==> src/rtl/i2s_audio_tx_if.sv <==
`default_nettype none
// ============================================================================
//  Module      : i2s_audio_tx_if
//  Description : Sample handshake and I2S pin bundle for i2s_audio_tx.
//                The master side supplies stereo samples and observes the
//                serial stream; the slave side is the transmitter itself.
//  Revision    : 1.0  initial release
// ============================================================================
interface i2s_audio_tx_if #(
    parameter int DATA_W = 16
);
    logic [DATA_W-1:0] l_in;
    logic [DATA_W-1:0] r_in;
    logic              in_valid;
    logic              in_ready;
    logic              sample_req;
    logic              underrun;
    logic              i2s_bck;
    logic              i2s_lrck;
    logic              i2s_data;

    modport master (
        output l_in, r_in, in_valid,
        input  in_ready, sample_req, underrun, i2s_bck, i2s_lrck, i2s_data
    );

    modport slave (
        input  l_in, r_in, in_valid,
        output in_ready, sample_req, underrun, i2s_bck, i2s_lrck, i2s_data
    );
endinterface
`default_nettype wire

==> src/rtl/i2s_audio_tx.sv <==
`default_nettype none
// ============================================================================
//  Module      : i2s_audio_tx
//  Description : I2S master transmitter. Generates BCK/LRCK from clk and
//                serialises one stereo frame (left then right, MSB first)
//                per LRCK period. A single-entry holding register with a
//                valid/ready handshake decouples the source sample rate;
//                when no new sample is waiting at a frame boundary the last
//                frame is repeated and underrun pulses.
//  Options     : define I2S_UNSIGNED_CONV_EN to invert the sample MSBs on
//                accept (offset-binary input -> two's complement output).
//  Revision    : 1.0  initial release
// ============================================================================
module i2s_audio_tx #(
    parameter int DATA_W   = 16,
    parameter int BCK_HALF = 16
) (
    input  wire logic          clk,
    input  wire logic          reset,
    i2s_audio_tx_if.slave      bus
);

    localparam int c_FRAME_W = 2 * DATA_W;
    localparam int c_BIT_W   = $clog2(c_FRAME_W);
    localparam int c_DIV_W   = $clog2(BCK_HALF);

    localparam logic [c_DIV_W-1:0] c_DIV_LAST = c_DIV_W'(BCK_HALF - 1);
    localparam logic [c_DIV_W-1:0] c_DIV_ONE  = c_DIV_W'(1);
    localparam logic [c_BIT_W-1:0] c_BIT_LAST = c_BIT_W'(c_FRAME_W - 1);
    localparam logic [c_BIT_W-1:0] c_BIT_ONE  = c_BIT_W'(1);
    // LRCK is high for the right slot shifted one BCK early
    localparam logic [c_BIT_W-1:0] c_LRCK_LO  = c_BIT_W'(DATA_W - 1);
    localparam logic [c_BIT_W-1:0] c_LRCK_HI  = c_BIT_W'(c_FRAME_W - 2);

    logic [c_DIV_W-1:0]   r_div_cnt;
    logic                 r_bck;
    logic [c_BIT_W-1:0]   r_bit_cnt;
    logic [c_FRAME_W-1:0] r_shift;
    logic                 r_data;
    logic                 r_lrck;
    logic [c_FRAME_W-1:0] r_pend;
    logic [c_FRAME_W-1:0] r_last;
    logic                 r_pend_full;
    logic                 r_sample_req;
    logic                 r_underrun;

    logic                 w_tick;
    logic                 w_fall;
    logic                 w_load;
    logic                 w_accept;
    logic [c_BIT_W-1:0]   w_bit_nxt;
    logic [c_FRAME_W-1:0] w_shift_nxt;
    logic                 w_lrck_nxt;
    logic [DATA_W-1:0]    w_l_acc;
    logic [DATA_W-1:0]    w_r_acc;

    assign w_tick   = (r_div_cnt == c_DIV_LAST);
    assign w_fall   = w_tick & r_bck;
    assign w_load   = w_fall & (r_bit_cnt == c_BIT_LAST);
    assign w_accept = bus.in_valid & ~r_pend_full;

    assign w_bit_nxt   = w_load ? '0 : (r_bit_cnt + c_BIT_ONE);
    assign w_shift_nxt = w_load ? (r_pend_full ? r_pend : r_last)
                                : {r_shift[c_FRAME_W-2:0], 1'b0};
    assign w_lrck_nxt  = (w_bit_nxt >= c_LRCK_LO) && (w_bit_nxt <= c_LRCK_HI);

`ifdef I2S_UNSIGNED_CONV_EN
    assign w_l_acc = {~bus.l_in[DATA_W-1], bus.l_in[DATA_W-2:0]};
    assign w_r_acc = {~bus.r_in[DATA_W-1], bus.r_in[DATA_W-2:0]};
`else
    assign w_l_acc = bus.l_in;
    assign w_r_acc = bus.r_in;
`endif

    // Prescaler: toggle BCK every BCK_HALF clk cycles
    always_ff @(posedge clk or posedge reset) begin
        if (reset) begin
            r_div_cnt <= '0;
            r_bck     <= 1'b0;
        end else if (w_tick) begin
            r_div_cnt <= '0;
            r_bck     <= ~r_bck;
        end else begin
            r_div_cnt <= r_div_cnt + c_DIV_ONE;
        end
    end

    // Serialiser: advance bit position, shift data and update LRCK on BCK falls
    always_ff @(posedge clk or posedge reset) begin
        if (reset) begin
            r_bit_cnt <= c_BIT_LAST;
            r_shift   <= '0;
            r_data    <= 1'b0;
            r_lrck    <= 1'b0;
        end else if (w_fall) begin
            r_bit_cnt <= w_bit_nxt;
            r_shift   <= w_shift_nxt;
            r_data    <= w_shift_nxt[c_FRAME_W-1];
            r_lrck    <= w_lrck_nxt;
        end
    end

    // Holding register: a frame load with a pending sample consumes it;
    // otherwise an offered sample is captured while the register is empty
    always_ff @(posedge clk or posedge reset) begin
        if (reset) begin
            r_pend      <= '0;
            r_last      <= '0;
            r_pend_full <= 1'b0;
        end else if (w_load && r_pend_full) begin
            r_last      <= r_pend;
            r_pend_full <= 1'b0;
        end else if (w_accept) begin
            r_pend      <= {w_l_acc, w_r_acc};
            r_pend_full <= 1'b1;
        end
    end

    // Status pulses: one clk wide, marking each frame load and each repeat
    always_ff @(posedge clk or posedge reset) begin
        if (reset) begin
            r_sample_req <= 1'b0;
            r_underrun   <= 1'b0;
        end else begin
            r_sample_req <= w_load;
            r_underrun   <= w_load & ~r_pend_full;
        end
    end

    assign bus.in_ready   = ~r_pend_full;
    assign bus.sample_req = r_sample_req;
    assign bus.underrun   = r_underrun;
    assign bus.i2s_bck    = r_bck;
    assign bus.i2s_lrck   = r_lrck;
    assign bus.i2s_data   = r_data;

endmodule
`default_nettype wire
==> src/flat_wrapper.sv <==
// flat-port wrapper written by rule: the top's interface ports become plain ports
module i2s_audio_tx_flat 
#(
    parameter int DATA_W   = 16,
    parameter int BCK_HALF = 16
)
  (clk, reset, bus_l_in, bus_r_in, bus_in_valid, bus_in_ready, bus_sample_req, bus_underrun, bus_i2s_bck, bus_i2s_lrck, bus_i2s_data);
  i2s_audio_tx_if #(.DATA_W(DATA_W)) bus_i ();
  input  wire logic clk;
  input  wire logic reset;
  input wire logic [$bits(bus_i.l_in)-1:0] bus_l_in;
  input wire logic [$bits(bus_i.r_in)-1:0] bus_r_in;
  input wire logic [$bits(bus_i.in_valid)-1:0] bus_in_valid;
  output wire logic [$bits(bus_i.in_ready)-1:0] bus_in_ready;
  output wire logic [$bits(bus_i.sample_req)-1:0] bus_sample_req;
  output wire logic [$bits(bus_i.underrun)-1:0] bus_underrun;
  output wire logic [$bits(bus_i.i2s_bck)-1:0] bus_i2s_bck;
  output wire logic [$bits(bus_i.i2s_lrck)-1:0] bus_i2s_lrck;
  output wire logic [$bits(bus_i.i2s_data)-1:0] bus_i2s_data;
  assign bus_i.l_in = bus_l_in;
  assign bus_i.r_in = bus_r_in;
  assign bus_i.in_valid = bus_in_valid;
  assign bus_in_ready = bus_i.in_ready;
  assign bus_sample_req = bus_i.sample_req;
  assign bus_underrun = bus_i.underrun;
  assign bus_i2s_bck = bus_i.i2s_bck;
  assign bus_i2s_lrck = bus_i.i2s_lrck;
  assign bus_i2s_data = bus_i.i2s_data;
  i2s_audio_tx #(.DATA_W(DATA_W), .BCK_HALF(BCK_HALF)) u_core (.clk(clk), .reset(reset), .bus(bus_i));
endmodule
==> config.mk <==
export PLATFORM = sky130hd
export DESIGN_NAME = i2s_audio_tx_flat
export DESIGN_NICKNAME = d
export VERILOG_FILES = /design/src/rtl/i2s_audio_tx_if.sv /design/src/rtl/i2s_audio_tx.sv /design/src/flat_wrapper.sv
export SDC_FILE = /design/constraint.sdc
export NUM_CORES = 1
export LEC_CHECK = 0
export ABC_AREA = 1
export BUFFER_PORTS_ARGS = -buffer_cell sky130_fd_sc_hd__buf_2
export CAP_MARGIN = 10
export CORE_AREA = 2 2 107 83
export CTS_CLUSTER_DIAMETER = 150
export CTS_CLUSTER_SIZE = 8
export DETAILED_ROUTE_END_ITERATION = 6
export DIE_AREA = 0 0 109 85
export GPL_TIMING_DRIVEN = 0
export PLACE_DENSITY = 0.85
export SLEW_MARGIN = 10
export SYNTH_ARGS = -nofsm -noshare
export SYNTH_HDL_FRONTEND = slang
export SYNTH_SLANG_ARGS = --single-unit
==> constraint.sdc <==
create_clock -name clk -period 8.4 [get_ports clk]
set_input_delay 1.68 -clock clk [delete_from_list [all_inputs] [get_ports clk]]
set_output_delay 1.68 -clock clk [all_outputs]
set_load 0.02 [all_outputs]
==> results.cfg, run 1 <==
[sta]
final.setup_skew_ns = 0.01459
fin_tns_setup_ns = 0
max_slew_margin = 0.6179
hold_viol_final = 0
slew_viol_final = 0
rsz0062_at_grt = no
setup_violations = 0
worst_pin_slew_ns = 0.5732
setup_ws_ns = 4.987
period_minus_slack_ns = 3.413
finalCritPeriodShare = 0.4063
clock.fmax_ghz = 0.2930

[worst_hold_path]
hold_end = u_core.bus.i2s_lrck
hold_path.class = flop to flop
holdPathStages = 2
hold_start = u_core.bus.i2s_lrck

[power_and_ir_drop]
swShare = 0.2165
pwr-share-seq = 0.609
p_sw_mw = 0.1883
p_total_mw = 0.8695
p_leak_nw = 3.327
power_density_mw_per_mm2 = 151.5
peakVddDrop_mv = 0.1067
combPwrFrac = 0.022
intPower_mw = 0.6812
clkPwrFrac = 0.369

[drt]
drt-wirelength-per-cell_um = 14.12
initialDrtViolationCount = 378
wirelength_um = 11010
remaining_drc_errors = 0
first_pass_iters = 5
vias_per_cell = 5.256
via_count = 4100
drtAntennaViolNets = 0

[grt]
met1_usage = 0.3719
antenna_found_initial = 0
grt_util_met2 = 0.4054
grt_max_degree = 64
grt_most_used_layer = met2
grt_pass1_wl_um = 18760
grt_overflow = 0
grt_use_total = 0.2625
grtUsageMet3 = 0.07911
grt_pass1_vias = 3931

[die]
die_w_um = 109
dieHeight_um = 85
dieArea_mm2 = 0.009265
start_util = 0.6289
num_rows = 29
core_area_mm2 = 0.008237
ios = 41

[worst_setup_path]
reg2reg_depth = 9
crit_family = buffers and inverters
critPathKind = flop to output pin
rrSetupSlack_ns = 5.95
critPathMostFrequentCell = buf_2
rr_startpoint = u_core.r_bit_cnt[0]
crit_fanout = 10
cp-start-kind = flop
crit_chain = buf_4 -> inv_6 -> buf_2 -> buf_2 -> buf_2
cp_num_buf_inv = 5
cp.required_ns = 6.72
crit_path_end_kind = output pin
arrival_ns = 1.73
rr_endpoint = u_core.r_last[8]
slowest_delay_ns = 0.37
worst_path_max_delay_cell = dfrtp_1

[clock_tree]
htreeDepth = 3
cts-root-buf = clkbuf_8
cts-buffers-inserted = 9
cts_tree = yes
cts_sinks = 110
clock_path_buffers = 2
post_cts_buffers = 0
holdBufCountCts = 0
cts_resized = 0
clk_pin_slew_ns = 0.10
insertion_delay_ns = 0.38

[flow_run]
cap_viol_max_count = 0

[placement]
hpwl_um = 7802
portBuffers = 40
dp_slack_ns = 5.432
place_congestion = 0.8541
dpl_cell_area_mm2 = 0.005548

[final_layout]
antenna_cells = 0
area_growth_pct = 10.82
final_common_cell = nand2_1
drive_gt1_frac = 0.1935
layout_common_cells = nand2_1, dfrtp_1, buf_2, o21ai_0, nand3_1
nFillCells = 638
nets = 707
final_area_mm2 = 0.005741

[synthesis]
synthTopCellsByArea = dfrtp_1, nand2_1, mux2_2
synthXorXnorAreaFrac = 0.003382
ys_types = 25
ys_seq_area_frac = 0.5326
yosys.area_share.simple = 0.2915
synth_top_family_by_area = simple AND/OR/NAND/NOR gates
syn_area_mm2 = 0.005180
syn_avg_cell_area_um2 = 8.395
synth_mux_area_frac = 0.06957
post-synth-top-area-cell = dfrtp_1
ys_warn_count = 0
synth_nets = 655
synth_compound_area_frac = 0.03961
ys_ff_latch = 110
synthAdderAreaFrac = 0.007246
synth_top_cell_area_share = 0.5072
synth_cells = 617

[run_status]
status = completed
-- per-stage QoR --
stage	cells	hold slack, ns	util
floorplan	617	0.4488	-
global placement	765	0.4577	0.6696
detailed placement	766	0.4609	0.6736
CTS	780	0.4850	0.6969
global route	780	0.5075	0.6969
finish	780	0.4816	0.6969
-- worst min-delay path, delay by kind of cell (launching register included) --
| family | cells | cell delay, ns |
|---|---|---|
| flops | 1 | 0.35 |
| simple gates | 2 | 0.10 |
-- how the worst max path moves through the flow --
stage                       start                  to  slack, ns  depth (start not counted)
2_1_floorplan               reset  u_core.bus.i2s_bck       3.83                          1
3_3_place_gp                reset   u_core.r_pend[16]       2.67                          2
3_5_place_dp   u_core.r_pend_full        bus_in_ready       5.43                          5
4_1_cts        u_core.r_pend_full        bus_in_ready       5.00                          5
5_1_grt        u_core.r_pend_full        bus_in_ready       4.92                          5
6_report       u_core.r_pend_full        bus_in_ready       4.99                          5
-- metal layers --
layer,up-vias,wire [um]
met5,-,0
met4,0,95
met3,14,601
met2,101,5147
met1,1947,5167
li1,2038,-
-- cells by family after synthesis --
| logic type | after synthesis |
|---|---|
| AOI/OAI and AO/OA | 41 |
| adders and majority gates | 3 |
| DFF | 110 |
| buffers and inverters | 53 |
| and+or+nand+nor | 376 |
| xor gates and xnor gates | 2 |
| muxes | 32 |
-- cells in the mapped netlist --
master,n
a21oi_1,1
buf_2,18
buf_4,2
buf_6,7
clkbuf_1,8
clkbuf_2,1
dfrtp_1,105
dfstp_2,5
ha_1,3
inv_1,15
inv_4,1
inv_6,1
mux2_2,32
nand2_1,322
nand2_2,2
nand3_1,37
nand3_4,1
nand4_1,2
nor2_1,8
nor2_2,1
nor2_4,1
nor2_8,1
o21ai_0,40
or2_2,1
xor2_1,2
-- power groups by stage --
stage | logic (mW) | clock network (mW) | registers, mW
floorplan | 0.00783 | 0 | 0.540
global placement | 0.0176 | 0 | 0.540
detailed placement | 0.0205 | 0 | 0.540
CTS | 0.0205 | 0.322 | 0.529
global route | 0.0228 | 0.340 | 0.529
finish | 0.0195 | 0.321 | 0.529
-- flip-flops by register name, summed over array words and instances, names as in the netlist --
signal / flops
u_core.bus.underrun: 1
u_core.bus.i2s_data: 1
u_core.r_bit_cnt: 5
u_core.bus.i2s_bck: 1
u_core.r_pend: 32
u_core.bus.i2s_lrck: 1
u_core.bus.sample_req: 1
u_core.r_div_cnt: 4
u_core.r_last: 32
u_core.r_shift: 31
u_core.r_pend_full: 1
-- final cells by class --
class / count / area, um^2 / share of cell area
flip-flops and latches: 110 / 2759 / 0.4806
multi-input cells: 454 / 2131 / 0.3712
repair buffers: 41 / 227.7 / 0.03967
plain buffers: 36 / 219.0 / 0.03814
clock buffers: 10 / 137.6 / 0.02398
well taps: 108 / 135.1 / 0.02354
inverters: 17 / 76.32 / 0.01330
clock inverters: 4 / 55.05 / 0.009590
Power figures use the tool's default switching activity.
==> run 2: changes to the inputs <==
CORE_AREA = 2 2 111 86   (was 2 2 107 83)
DIE_AREA = 0 0 113 88   (was 0 0 109 85)
PLACE_DENSITY = 0.8   (was 0.85)
clock period = 3.5 ns   (was 8.4 ns; I/O delays follow)
==> run 2 against run 1 <==
Effect of this change: the flow now finishes with violations (design-rule violations); setup slack lost 3.9 ns; count of clock-buffer cells in the layout decreased by 1; first-iteration DRC count is 17% lower; sequential share of layout area down 1.1 points; sequential cell count is the same; power grew to 2.7 times the previous value; critical path type unchanged; largest cell class unchanged; largest power group unchanged.
==> results.cfg, run 2 (same netlist as run 1, synthesis figures left out) <==
[final_layout]
final_area_mm2 = 0.005878
fin_util = 0.6636
layout.cells.non_filler = 787
drive_gt1_frac = 0.1970
area_growth_pct = 13.48
top_regs = u_core.r_last x32, u_core.r_pend x32, u_core.r_shift x31
antenna_cells = 0
final_common_cell = nand2_1
nFillCells = 716
nets = 709
layout_common_cells = nand2_1, dfrtp_1, buf_2, o21ai_0, nand3_1

[sta]
final.setup_skew_ns = 0.008122
worst_hold_slack_ns = 0.4131
fin_tns_setup_ns = 0
hold_viol_final = 0
rsz0062_at_grt = no
clock.fmax_ghz = 0.4146
period_minus_slack_ns = 2.412
finalCritPeriodShare = 0.6892
worst_pin_slew_ns = 0.6101
max_slew_margin = 0.5924
setup_violations = 0
slew_viol_final = 0
setup_ws_ns = 1.088

[die]
ios = 41
die_w_um = 113
start_util = 0.5847
num_rows = 30
dieHeight_um = 88
core_area_mm2 = 0.008859
dieArea_mm2 = 0.009944

[clock_tree]
post_cts_buffers = 0
clock_path_buffers = 2
holdBufCountCts = 0
insertion_delay_ns = 0.36
cts_tree = yes
cts_sinks = 110
cts-buffers-inserted = 9
clk_pin_slew_ns = 0.07
cts_resized = 0
cts-root-buf = clkbuf_16
htreeDepth = 3

[grt]
grt_overflow = 0
grt_pass1_wl_um = 19410
antenna_found_initial = 0
grt_max_degree = 32
grt_use_total = 0.2497
grt_pass1_vias = 4060

[power_and_ir_drop]
power_density_mw_per_mm2 = 401.3
peakVddDrop_mv = 0.2499
p_leak_nw = 3.391
p_total_mw = 2.359

[worst_setup_path]
crit_fanout = 10
crit_path_end_kind = output pin
arrival_ns = 1.71
rrSetupSlack_ns = 1.09
cp-start-kind = flop
cp.required_ns = 2.80
critPathKind = flop to output pin

[placement]
place_congestion = 0.7952
dp_slack_ns = 1.125
placedCellCount = 772
dpl_cell_area_mm2 = 0.005584
hpwl_um = 8119
portBuffers = 40

[run_status]
violations = design-rule violations
status = finished, violations left

[worst_hold_path]
hold_path.class = input pin to async pin

[drt]
vias_per_cell = 5.376
drtAntennaViolNets = 0
first_pass_iters = 7
wirelength_um = 11280
initialDrtViolationCount = 315
drt-wirelength-per-cell_um = 14.33
via_count = 4231
remaining_drc_errors = 2

[flow_run]
cap_viol_max_count = 0
run 2: cell types whose count changed in the layout (fill, tap and decap cells not counted):
cell,before,now
clkbuf_8,10,0
clkbuf_16,0,9
buf_12,0,3
clkinv_2,0,2
buf_16,1,0
inv_6,4,3
inv_8,0,1
run 2: critical path, stage by stage (launching register included):
cell and delay, ns:
dfrtp_1 0.37, buf_4 0.17, inv_6 0.11, buf_2 0.24, buf_2 0.26, buf_2 0.20
run 2: report_power, final:
part | internal (mW) | switching, mW
Combinational | 0.0204 | 0.0306
Sequential | 1.27 | 0
Clock | 0.559 | 0.479
run 2: routing by layer:
layer  part of all wire  track usage  up-vias
met5                  0            0        -
met3              0.054      0.06298       11
met4              0.010      0.07095        0
met1               0.47       0.3494     2061
met2               0.47       0.3936      111
li1                   -            -     2048
run 2: layout make-up:
class / instances / area, um^2 / area share
clock buffers: 9 / 225.2 / 0.03831
multi-input cells: 454 / 2131 / 0.3625
well taps: 112 / 140.1 / 0.02384
flip-flops and latches: 110 / 2759 / 0.4693
repair buffers: 43 / 260.3 / 0.04427
clock inverters: 6 / 68.82 / 0.01171
inverters: 17 / 75.07 / 0.01277
plain buffers: 36 / 219.0 / 0.03725
run 2: worst paths after layout:
kind                                      from  cells past startpoint                   to
min reg2reg                u_core.bus.i2s_data                      2  u_core.bus.i2s_data
min                                      reset                      2   u_core.r_shift[22]
min in group clk           u_core.bus.i2s_data                      2  u_core.bus.i2s_data
max in group asynchronous                reset                      4     u_core.r_last[3]
max                         u_core.r_pend_full                      5         bus_in_ready
max reg2reg                u_core.r_bit_cnt[0]                      9    u_core.r_last[14]
